==> src/rtl/mem_arb_pkg.sv <==
// Shared types for the memory arbiter: FSM state encoding and transaction owner.
package mem_arb_pkg;

  // Arbiter FSM: one transaction in flight at most.
  typedef enum logic [1:0] {
    IDLE = 2'd0,
    REQ  = 2'd1,
    RESP = 2'd2
  } state_e;

  // Which requester owns the transaction currently in flight.
  typedef enum logic {
    OWN_IF = 1'b0,
    OWN_LS = 1'b1
  } owner_e;

endpackage

==> src/rtl/mem_arbiter.sv <==
// Two-requester memory arbiter: instruction fetch and LSU share a single memory
// port. LSU has priority, but fetch is guaranteed a grant after STARVE_MAX
// consecutive LSU grants taken while fetch was waiting.
module mem_arbiter
  import mem_arb_pkg::*;
#(
  parameter int ADDR_W     = 32,
  parameter int DATA_W     = 32,
  parameter int STARVE_MAX = 4
) (
  input  logic                i_clk,
  input  logic                i_reset,
  // instruction fetch
  input  logic                i_if_req,
  input  logic [ADDR_W-1:0]   i_if_addr,
  output logic                o_if_gnt,
  output logic                o_if_rvalid,
  output logic [DATA_W-1:0]   o_if_rdata,
  // load/store unit
  input  logic                i_ls_req,
  input  logic [ADDR_W-1:0]   i_ls_addr,
  input  logic                i_ls_wren,
  input  logic [DATA_W/8-1:0] i_ls_bmask,
  input  logic [DATA_W-1:0]   i_ls_wdata,
  output logic                o_ls_gnt,
  output logic                o_ls_rvalid,
  output logic [DATA_W-1:0]   o_ls_rdata,
  // memory port
  output logic                o_mem_req,
  output logic [ADDR_W-1:0]   o_mem_addr,
  output logic                o_mem_wren,
  output logic [DATA_W/8-1:0] o_mem_bmask,
  output logic [DATA_W-1:0]   o_mem_wdata,
  input  logic                i_mem_gnt,
  input  logic                i_mem_rvalid,
  input  logic [DATA_W-1:0]   i_mem_rdata,
  output logic                o_busy
);

  localparam int BM_W   = DATA_W / 8;
  localparam int STRK_W = $clog2(STARVE_MAX + 1);
  localparam logic [STRK_W-1:0] STRK_MAX = STRK_W'(STARVE_MAX);

  state_e              state_reg, state_next;
  owner_e              owner_reg, owner_next;
  logic [STRK_W-1:0]   streak_reg, streak_next;
  logic [ADDR_W-1:0]   addr_reg, addr_next;
  logic                wren_reg, wren_next;
  logic [BM_W-1:0]     bmask_reg, bmask_next;
  logic [DATA_W-1:0]   wdata_reg, wdata_next;

  // LSU wins any contest unless fetch has already been passed over STARVE_MAX times.
  logic ls_wins;
  assign ls_wins = i_ls_req && !(i_if_req && (streak_reg == STRK_MAX));

  // Next-state, capture and handshake logic; reset forces every strobe low.
  always_comb begin
    state_next  = state_reg;
    owner_next  = owner_reg;
    streak_next = streak_reg;
    addr_next   = addr_reg;
    wren_next   = wren_reg;
    bmask_next  = bmask_reg;
    wdata_next  = wdata_reg;
    o_if_gnt    = 1'b0;
    o_ls_gnt    = 1'b0;
    o_if_rvalid = 1'b0;
    o_ls_rvalid = 1'b0;
    o_mem_req   = 1'b0;

    case (state_reg)
      IDLE: begin
        if (ls_wins) begin
          o_ls_gnt   = 1'b1;
          owner_next = OWN_LS;
          addr_next  = i_ls_addr;
          wren_next  = i_ls_wren;
          bmask_next = i_ls_bmask;
          wdata_next = i_ls_wdata;
          state_next = REQ;
          // Streak only counts LSU wins that actually made fetch wait.
          if (i_if_req && (streak_reg != STRK_MAX)) begin
            streak_next = streak_reg + 1'b1;
          end
        end else if (i_if_req) begin
          o_if_gnt    = 1'b1;
          owner_next  = OWN_IF;
          addr_next   = i_if_addr;
          wren_next   = 1'b0;
          bmask_next  = '1;
          wdata_next  = '0;
          streak_next = '0;
          state_next  = REQ;
        end
      end
      REQ: begin
        o_mem_req = 1'b1;
        if (i_mem_gnt) begin
          state_next = RESP;
        end
      end
      RESP: begin
        if (i_mem_rvalid) begin
          o_if_rvalid = (owner_reg == OWN_IF);
          o_ls_rvalid = (owner_reg == OWN_LS);
          state_next  = IDLE;
        end
      end
      default: state_next = IDLE;
    endcase

    if (i_reset) begin
      o_if_gnt    = 1'b0;
      o_ls_gnt    = 1'b0;
      o_if_rvalid = 1'b0;
      o_ls_rvalid = 1'b0;
      o_mem_req   = 1'b0;
    end
  end

  // State and captured-request registers; reset abandons any transaction in flight.
  always_ff @(posedge i_clk) begin
    if (i_reset) begin
      state_reg  <= IDLE;
      owner_reg  <= OWN_IF;
      streak_reg <= '0;
      addr_reg   <= '0;
      wren_reg   <= 1'b0;
      bmask_reg  <= '0;
      wdata_reg  <= '0;
    end else begin
      state_reg  <= state_next;
      owner_reg  <= owner_next;
      streak_reg <= streak_next;
      addr_reg   <= addr_next;
      wren_reg   <= wren_next;
      bmask_reg  <= bmask_next;
      wdata_reg  <= wdata_next;
    end
  end

  assign o_mem_addr  = addr_reg;
  assign o_mem_wren  = wren_reg;
  assign o_mem_bmask = bmask_reg;
  assign o_mem_wdata = wdata_reg;
  // Only one transaction is ever outstanding, so both requesters can see the raw data.
  assign o_if_rdata  = i_mem_rdata;
  assign o_ls_rdata  = i_mem_rdata;
  assign o_busy      = !i_reset && (state_reg != IDLE);

endmodule

==> config.mk <==
export PLATFORM = sky130hd
export DESIGN_NAME = mem_arbiter
export DESIGN_NICKNAME = d
export VERILOG_FILES = /design/src/rtl/mem_arb_pkg.sv /design/src/rtl/mem_arbiter.sv
export SDC_FILE = /design/constraint.sdc
export NUM_CORES = 1
export LEC_CHECK = 0
export CAP_MARGIN = 20
export CORE_AREA = 2 2 109 111
export CTS_CLUSTER_SIZE = 16
export DETAILED_ROUTE_END_ITERATION = 12
export DIE_AREA = 0 0 111 113
export DONT_BUFFER_PORTS = 1
export MAX_ROUTING_LAYER = met4
export PLACE_DENSITY_LB_ADDON = 0.15
export SLEW_MARGIN = 30
export SYNTH_ARGS = -nofsm -noshare
export SYNTH_HDL_FRONTEND = slang
export SYNTH_SLANG_ARGS = --single-unit
==> constraint.sdc <==
create_clock -name i_clk -period 1.7 [get_ports i_clk]
set_input_delay 0.34 -clock i_clk [delete_from_list [all_inputs] [get_ports i_clk]]
set_output_delay 0.34 -clock i_clk [all_outputs]
set_load 0.05 [all_outputs]
==> flow_metrics.tcl <==
set metrics [dict create \
    pre_cts_slack_ns 0.0699 \
    grt_start_max_net_pins 77 \
    syn-num-nets 605 \
    critPathLaunchType "register" \
    rr_worst_depth 7 \
    syn2layout_area_growth_pct 5.86 \
    yosysUniqueCellTypes 29 \
    clk_pin_slew_ns 0.06 \
    rsz0062_at_grt "yes" \
    stdcell_area_mm2 0.00409 \
    hold_path.startpoint "i_reset" \
    hold_viol 0 \
    chipWidth_um 111 \
    drtIter0Drc 251 \
    synth_warnings 0 \
    fin_total_pwr_mw 5.08 \
    avgSynthCellArea_um2 8.32 \
    clockBufferDepth 2 \
    netlist_area_mm2 0.00386 \
    cellLeakagePower_nw 1.42 \
    slew_viol_final 0 \
    nets 538 \
    violations "negative setup slack" \
    diodes 0 \
    synthMostInstantiatedCell "dfxtp_1" \
    drive_gt1_frac 0.194 \
    synth_common_cells "75 x dfxtp_1, 72 x buf_4, 70 x a21oi_1, 63 x o21ai_0, 35 x nand4_1" \
    worst_pin_slew_ns 0.588 \
    regArea_mm2 0.00151 \
    drc 0 \
    startpoint "state_reg[1]$_SDFFE_PP0P_" \
    setup_slack_ns -0.107 \
    dp_hpwl_mm 7.71 \
    track_usage 0.195 \
    synth-edff-count 0 \
    clock_latency_ns 0.34 \
    cp.arrival_ns 1.47 \
    drtAntennaViolNets 0 \
    grt_pass1_vias 3227 \
    synth_top_area_cell "dfxtp_1" \
    synth_top_area_frac 0.389 \
    fin_crit_sh 1.06 \
    numCtsBuffers 9 \
    num_vias 3339 \
    final.min_clock_period_ns 1.81 \
    ir_worst_vdd_mv 0.607 \
    multiInputGateArea_mm2 0.00168 \
    dieHeight_um 113 \
    cts-root-buf "clkbuf_16" \
    clock-sinks 75 \
    io_pins 278 \
    die_area_mm2 0.0125 \
    gp_congestion 0.702 \
    synth.area.top_cells "dfxtp_1 39%, buf_4 14%, a21oi_1 9.1%, o21ai_0 8.2%, a311oi_1 7.3%" \
    worstHoldPathType "input pin to register" \
    wl_per_cell_um 22.2 \
    whs_path_depth 1 \
    timing.fmax_mhz 553 \
    drv_cap 0 \
    endpoint_kind "output port" \
    place_inst 519 \
    place_area_mm2 0.00361 \
    synthCells 464 \
    vias_per_cell 6.13 \
    critPathMaxFanout 2 \
    num-fill-cells 1183 \
    num_rows 39 \
    grt_antenna_before_repair 0 \
    ys_seq_area_frac 0.389 \
    finalWirelength_mm 12.1 \
    cts.htree.levels 3 \
    power_density_mw_per_mm2 1240 \
    status "complete, but fails checks" \
    r2r_start "state_reg[1]$_SDFFE_PP0P_" \
    core_area_mm2 0.0113 \
    cts_tree "done" \
    grt_pass1_wl_mm 18.7 \
    firstDrtPassIters 7 \
    io_buffer_count 0 \
    initial_core_util 0.343 \
    slew_headroom 0.607 \
    setup_viol 3 \
    crit_required_ns 1.36 \
    stdcell_count 545 \
    r2r-end "o_mem_addr[13]$_SDFFE_PP0P_" \
    globalRoute.totalOverflow 0 \
    synthArstFlopShare 0 \
    r2r_setup_slack_ns 0.12 \
    criticalPathCategory "register to output port" \
    synthFlopType "dfxtp_1" \
    clock-skew-final_ns 0.00820 \
    whs_endpoint "o_mem_addr[28]$_SDFFE_PP0P_" \
    ys_ff_latch 75 \
]
kinds of logic after synthesis:
group,synth area share
DFF,0.389
adders and majority gates,0.00648
AOI/OAI and AO/OA,0.266
and+or+nand+nor,0.141
buffers and inverters,0.198
layer usage:
layer | vias up | track usage | part of all wire
met5 | - | - | 0
met4 | 0 | 0.100 | 0.035
met3 | 44 | 0.0584 | 0.085
met2 | 171 | 0.298 | 0.49
met1 | 1595 | 0.233 | 0.39
li1 | 1529 | - | -
area by class of cell:
class / instances / area share
Tap cell: 143 / 0.0438
Timing Repair Buffer: 38 / 0.106
Clock inverter: 7 / 0.0129
Multi-Input combinational cell: 269 / 0.411
Inverter: 4 / 0.00367
Sequential cell: 75 / 0.368
Clock buffer: 9 / 0.0551
per-stage QoR:
stage                     hold WS [ns]  setup TNS, ns  utilization
after CTS                       0.0541         -0.210        0.357
after detailed placement         0.421              0        0.320
after global routing            0.0502         -0.416        0.363
after floorplan                  0.453         -0.308            -
final                           0.0739         -0.185        0.363
after global placement           0.420              0        0.320
cells in the final DEF, fill, tap and decap left out, drive strengths merged, types with 4 or more instances in the layout:
master  instances
clkbuf          9
nand4          35
nor3b           5
clkinv          5
a311oi         32
o21ai          67
inv             5
dfxtp          75
a21oi          70
nand3          34
nor2            7
o221a           4
buf            36
nand2           4
critical path, cell delays in order, from the launching register on:
cell and delay (ns):
dfxtp_1 0.31, or3b_4 0.41, a211oi_4 0.23, buf_6 0.19
power breakdown:
| part | leakage (nW) | switching (mW) | total, mW | internal, mW |
|---|---|---|---|---|
| registers | 0.620 | 0.575 | 2.49 | 1.92 |
| logic | 0.661 | 0.445 | 0.794 | 0.349 |
| clock network | 0.136 | 0.796 | 1.79 | 0.995 |
worst max-delay path by stage:
stage                             endpoint  slack [ns]  cells after the start
2_1_floorplan                     o_if_gnt       -0.31                      3
5_1_grt                           o_if_gnt       -0.16                      3
4_1_cts                           o_if_gnt       -0.14                      3
6_report                          o_if_gnt       -0.11                      3
3_5_place_dp   o_mem_addr[30]$_SDFFE_PP0P_        0.07                      6
3_3_place_gp   o_mem_addr[23]$_SDFFE_PP0P_        0.11                      6
timing repair:
item,4_1_cts,5_1_grt
gates resized for setup,11,10
setup buffers,4,4
setup endpoints to repair,5,4
gates cloned,2,0
pin swaps,5,5
hold buffers,0,0
No activity file was read; power rests on OpenSTA's default activity.
==> RTL change 1: new RTL, same settings <==
Encoding of `state_e`: now one-hot (3 bits for 3 states).
--- a/src/rtl/mem_arb_pkg.sv
+++ b/src/rtl/mem_arb_pkg.sv
@@ -2,10 +2,10 @@
 package mem_arb_pkg;
 
   // Arbiter FSM: one transaction in flight at most.
-  typedef enum logic [1:0] {
-    IDLE = 2'd0,
-    REQ  = 2'd1,
-    RESP = 2'd2
+  typedef enum logic [2:0] {
+    IDLE = 3'b001,
+    REQ  = 3'b010,
+    RESP = 3'b100
   } state_e;
 
   // Which requester owns the transaction currently in flight.
Behaviour: same outputs for any inputs over 10 cycles, from zero or initial values and one cycle with i_reset high; not proved beyond that.
==> RTL change 1 against the unedited design <==
  * The run still ends with negative setup slack left
  * Wire length down 21%
  * Sequential cell count increased by 1
  * Combinational power increased by 28%
  * Setup slack improved by 0.018 ns
  * Synthesized area decreased by 4.5%
  * Critical path type unchanged
  * Critical endpoint unchanged
  * Register-to-register slack worse by 0.05 ns
  * Final area grew 0.31%
  * Total power up 14%
  * Final cell count down 5.0%
  * Clock skew down 0.0035 ns
  * Synthesized cell count is 8.8% lower
==> RTL change 1: results (changes against the unedited design) <==
stage;metric;value;unit;change
run_status;status;finished, violations left;;unchanged
run_status;failing checks;negative setup slack;;unchanged
timing;Final Worst Setup Slack;-0.0894;ns;was -0.107 ns
critical_path;R2R Setup Slk;0.07;ns;was 0.12 ns
synthesis;Compound-Gate Fraction of Synth Area;0.238;;was 0.266
timing;final hold slack;0.0693;ns;was 0.0739 ns
global_route;largest net degree at the start of global routing;82;;was 77
cells_and_area;Fill cells;1140;;was 1183
hold_path;WHS Endpoint;o_mem_wdata[9]$_SDFFE_PP0P_;;was o_mem_addr[28]$_SDFFE_PP0P_
global_route;number of global-route vias before repair;2638;;was 3227
cells_and_area;fin cells;518;;was 545
placed_design;HPWL after detailed placement;5960;microns;was 7710 microns
timing;final setup fails;2;;was 3
critical_path;Max Fanout on Critical Path;4;;was 2
pwr;Leak;1.51;nW;was 1.42 nW
global_route;Total Routing Usage GR;0.145;;was 0.195
routing;WL per Instance;18.5;microns;was 22.2 microns
synthesis;top cells by count, synth;76 x dfxtp_1, 70 x nor2_1, 65 x buf_4;;was 75 x dfxtp_1, 72 x buf_4, 70 x a21oi_1
synthesis;synth top area cells;dfxtp_1 41%, buf_4 13%, a211oi_2 8.8%;;was dfxtp_1 39%, buf_4 14%, a21oi_1 9.1%
timing;Worst Skew;0.00466;ns;was 0.00820 ns
placed_design;Cells after DPL;489;;was 519
critical_path;worst r2r dst;o_mem_addr[6]$_SDFFE_PP0P_;;was o_mem_addr[13]$_SDFFE_PP0P_
placed_design;Place WS;0.146;ns;was 0.0699 ns
routing;via/cell ratio;5.24;;was 6.13
synthesis;Seq/Total Area, Yosys;0.412;;was 0.389
timing;Slew @ Worst Pin;0.559;ns;was 0.588 ns
critical_path;CP arrival;1.45;ns;was 1.47 ns
synthesis;Synth cell types;35;;was 29
pwr;logic gate share of total power;0.176;;was 0.156
critical_path;Reg2Reg Depth;8;;was 7
pwr;Max IR drop VDD;0.000458;V;was 0.000607 V
[RTL change 1: cell families after synthesis]
family,Yosys count
flops,76
fa+ha+maj,2
simple gates,132
buf+inv,100
compound gates,113
[RTL change 1: layout make-up]
cell class	count	area, sq um	area share
clock inverters	4	72.6	0.0177
clock buffers	12	246	0.0601
repair buffers	32	439	0.107
multi-input cells	247	1620	0.395
flip-flops and latches	76	1530	0.372
inverters	4	15.0	0.00366
well taps	143	179	0.0436
[RTL change 1: what timing repair did]
action	4_1_cts	5_1_grt
gates resized for setup	14	21
endpoints found under the setup margin	5	14
pin swaps	5	3
cloned	0	4
hold buffers	0	0
buffers inserted	9	2
[RTL change 1: metal layers]
| metal | track usage | wire, microns |
|---|---|---|
| met5 | - | 0 |
| met4 | 0.0425 | 105 |
| met3 | 0.0595 | 881 |
| met2 | 0.224 | 4570 |
| met1 | 0.174 | 4040 |
[RTL change 1: critical path, cell delays in order, from the launching register on]
cell and delay (ns):
dfxtp_2 0.33, inv_2 0.07, ha_4 0.15, nand3_4 0.09, and2_4 0.17, nor3_4 0.14
buf_12 0.16
[RTL change 1: worst max path at each step]
stage | from | to
after floorplan | state_reg[2]$_SDFFE_PP0P_ | o_if_rvalid
after CTS | state_reg[1]$_SDFFE_PP0P_ | o_if_gnt
after detailed placement | state_reg[2]$_SDFFE_PP0P_ | o_if_gnt
after global routing | streak_reg[1]$_SDFFE_PP0P_ | o_if_gnt
final | streak_reg[1]$_SDFFE_PP0P_ | o_if_gnt
after global placement | state_reg[2]$_SDFFE_PP0P_ | o_if_gnt
[RTL change 1: power by group through the flow]
stage / Clock, mW / Sequential [mW] / Combinational, mW
after floorplan: 0 / 2.73 / 1.13
after global placement: 0 / 2.76 / 0.826
after detailed placement: 0 / 2.76 / 0.842
after CTS: 2.09 / 2.73 / 0.876
after global routing: 2.18 / 2.74 / 1.12
final: 2.05 / 2.73 / 1.02
[RTL change 1: through the flow]
stage               utilization  TNS [ns]  cell area [sq um]
finish                    0.364    -0.138               4100
global placement          0.309         0               3480
floorplan                     -    -0.197               3760
global route              0.364    -0.325               4100
detailed placement        0.309         0               3480
CTS                       0.347    -0.138               3910
==> RTL change 2: new RTL, config.mk and constraints unchanged <==
Made on the original files. Set the parameter `DATA_W` to 24 (it was 32).
--- a/src/rtl/mem_arbiter.sv
+++ b/src/rtl/mem_arbiter.sv
@@ -5,7 +5,7 @@
   import mem_arb_pkg::*;
 #(
   parameter int ADDR_W     = 32,
-  parameter int DATA_W     = 32,
+  parameter int DATA_W     = 24,
   parameter int STARVE_MAX = 4
 ) (
   input  logic                i_clk,
Ports: changed (7 resized); port bits go from 278 to 236. The function was not compared with the original's and may differ.
==> RTL change 2 against the unedited design <==
  * The run still ends with negative setup slack left
  * Highest routed layer unchanged
  * Total power shrank 8.9%
  * Wire length shrank 16%
  * Setup slack gained 0.023 ns
  * Core utilization shrank 3.6 points
  * Critical path depth is the same
  * Sequential cell count shrank 9
  * Synthesized area shrank 12%
  * Final area shrank 10%
  * Non-clock buffer count shrank 5
  * Largest power group unchanged
  * Final cell count shrank 7.2%
==> RTL change 2: results (changes against the unedited design) <==
stage;metric;value;unit;change
placed_design;GPL Wtd Cong;0.720;;was 0.702
timing;final setup fails;1;;was 3
global_route;largest net degree at the start of global routing;69;;was 77
pwr;Comb group;0.608;mW;was 0.794 mW
placed_design;Cells after DPL;481;;was 519
synthesis;Synth cell types;31;;was 29
synthesis;Seq/Total Area, Yosys;0.389;;about the same
timing;Final Worst Setup Slack;-0.0842;ns;was -0.107 ns
synthesis;top cells by count, synth;66 x dfxtp_1, 62 x a21oi_1, 59 x buf_4;;was 75 x dfxtp_1, 72 x buf_4, 70 x a21oi_1
routing;via/cell ratio;5.78;;was 6.13
clock_network;Clock transition at path regs;0.06;ns;about the same
routing;drt pass-1 iters;4;;was 7
global_route;first-pass GRT wire length;15900;microns;was 18700 microns
routing;WL per Instance;20.1;microns;was 22.2 microns
pwr;Clk power;1.76;mW;
critical_path;CP arrival;1.44;ns;was 1.47 ns
timing;Worst Skew;0.00426;ns;was 0.00820 ns
clock_network;Skew-Pair Late Insertion Delay;0.33;ns;
run_status;status;finished, violations left;;unchanged
clock_network;# hold bufs at CTS;0;;unchanged
clock_network;H-tree level count;3;;unchanged
hold_path;Hold Path Class;primary input to flip-flop;;unchanged
critical_path;Max Fanout on Critical Path;2;;unchanged
run_status;failing checks;negative setup slack;;unchanged
placed_design;IO buf count;0;;unchanged
timing;setup_tns;-0.0842;ns;was -0.185 ns
pwr;Sw Share;0.338;;was 0.358
synthesis;Syn Inst Count;409;;was 464
cells_and_area;fin cells;506;;was 545
clock_network;CTS Buffer Depth;2;;unchanged
synthesis;synthesized net count;533;;was 605
global_route;initial antenna violation count;0;;unchanged
cells_and_area;layout cells sized above 1;0.198;;was 0.194
cells_and_area;Largest register FFs;32;;
global_route;Total Routing Usage GR;0.163;;was 0.195
pwr;Leak;1.26;nW;was 1.42 nW
cells_and_area;final core occ;0.327;;was 0.363
placed_design;HPWL after detailed placement;6440;microns;was 7710 microns
clock_network;clock buffer count from CTS;9;;unchanged
clock_network;CTS root buffer;clkbuf_16;;unchanged
timing;Slew headroom;0.637;;was 0.607
synthesis;synth top area cells;dfxtp_1 39%, buf_4 13%, a21oi_1 9.1%;;was dfxtp_1 39%, buf_4 14%, a21oi_1 9.1%
synthesis;Yosys Warn Count;0;;unchanged
routing;initial drt markers;225;;was 251
placed_design;area of placed instances;3230;sq um;was 3610 sq um
pwr;Max IR drop VDD;0.000357;V;was 0.000607 V
pwr;Int Pwr;3.06;mW;was 3.26 mW
placed_design;Place WS;0.107;ns;was 0.0699 ns
global_route;number of global-route vias before repair;2932;;was 3227
cells_and_area;Fill cells;1184;;was 1183
==> RTL change 2: kinds of logic (layout without fill, tap and decap cells) <==
family,Yosys count,count (layout),share of synthesized area
simple gates,84,84,0.147
compound gates,158,158,0.275
buf+inv,99,53,0.182
fa+ha+maj,2,2,0.00736
flops,66,66,0.389
==> RTL change 2: worst paths after layout <==
check / startpoint / to / slack, ns / cells past startpoint
worst max-delay path: state_reg[1]$_SDFFE_PP0P_ / o_if_gnt / -0.08 / 3
worst min-delay path: i_reset / o_mem_addr[17]$_SDFFE_PP0P_ / 0.08 / 1
worst max register to register: streak_reg[0]$_SDFFE_PP0P_ / o_mem_addr[14]$_SDFFE_PP0P_ / 0.11 / 7
worst min register to register: streak_reg[0]$_SDFFE_PP0P_ / streak_reg[0]$_SDFFE_PP0P_ / 0.47 / 2
==> RTL change 2: cell type report <==
class                      count  area share
clock buffer                  14      0.0744
clock inverter                 2     0.00272
inverter                       4     0.00408
multi-input combinational    244       0.418
sequential                    66       0.362
tap                          143      0.0486
timing repair buffer          33      0.0901
==> RTL change 2: routing by layer <==
| metal | wire length [microns] | GRT usage |
|---|---|---|
| met1 | 4140 | 0.198 |
| met2 | 5000 | 0.263 |
| met3 | 851 | 0.0423 |
| met4 | 154 | 0.0583 |
| met5 | 0 | - |
==> RTL change 2: critical path: stages (launching register included) <==
cell,delay [ns]
dfxtp_4,0.34
or3b_4,0.41
a211oi_4,0.18
buf_6,0.19
==> RTL change 2: timing repair <==
action / in CTS / in global routing
resized for setup: 19 / 8
gates cloned: 0 / 0
pin swaps: 9 / 7
endpoints found under the setup margin: 4 / 24
endpoints found under the hold margin: 0 / 0
buffers inserted: 7 / 3
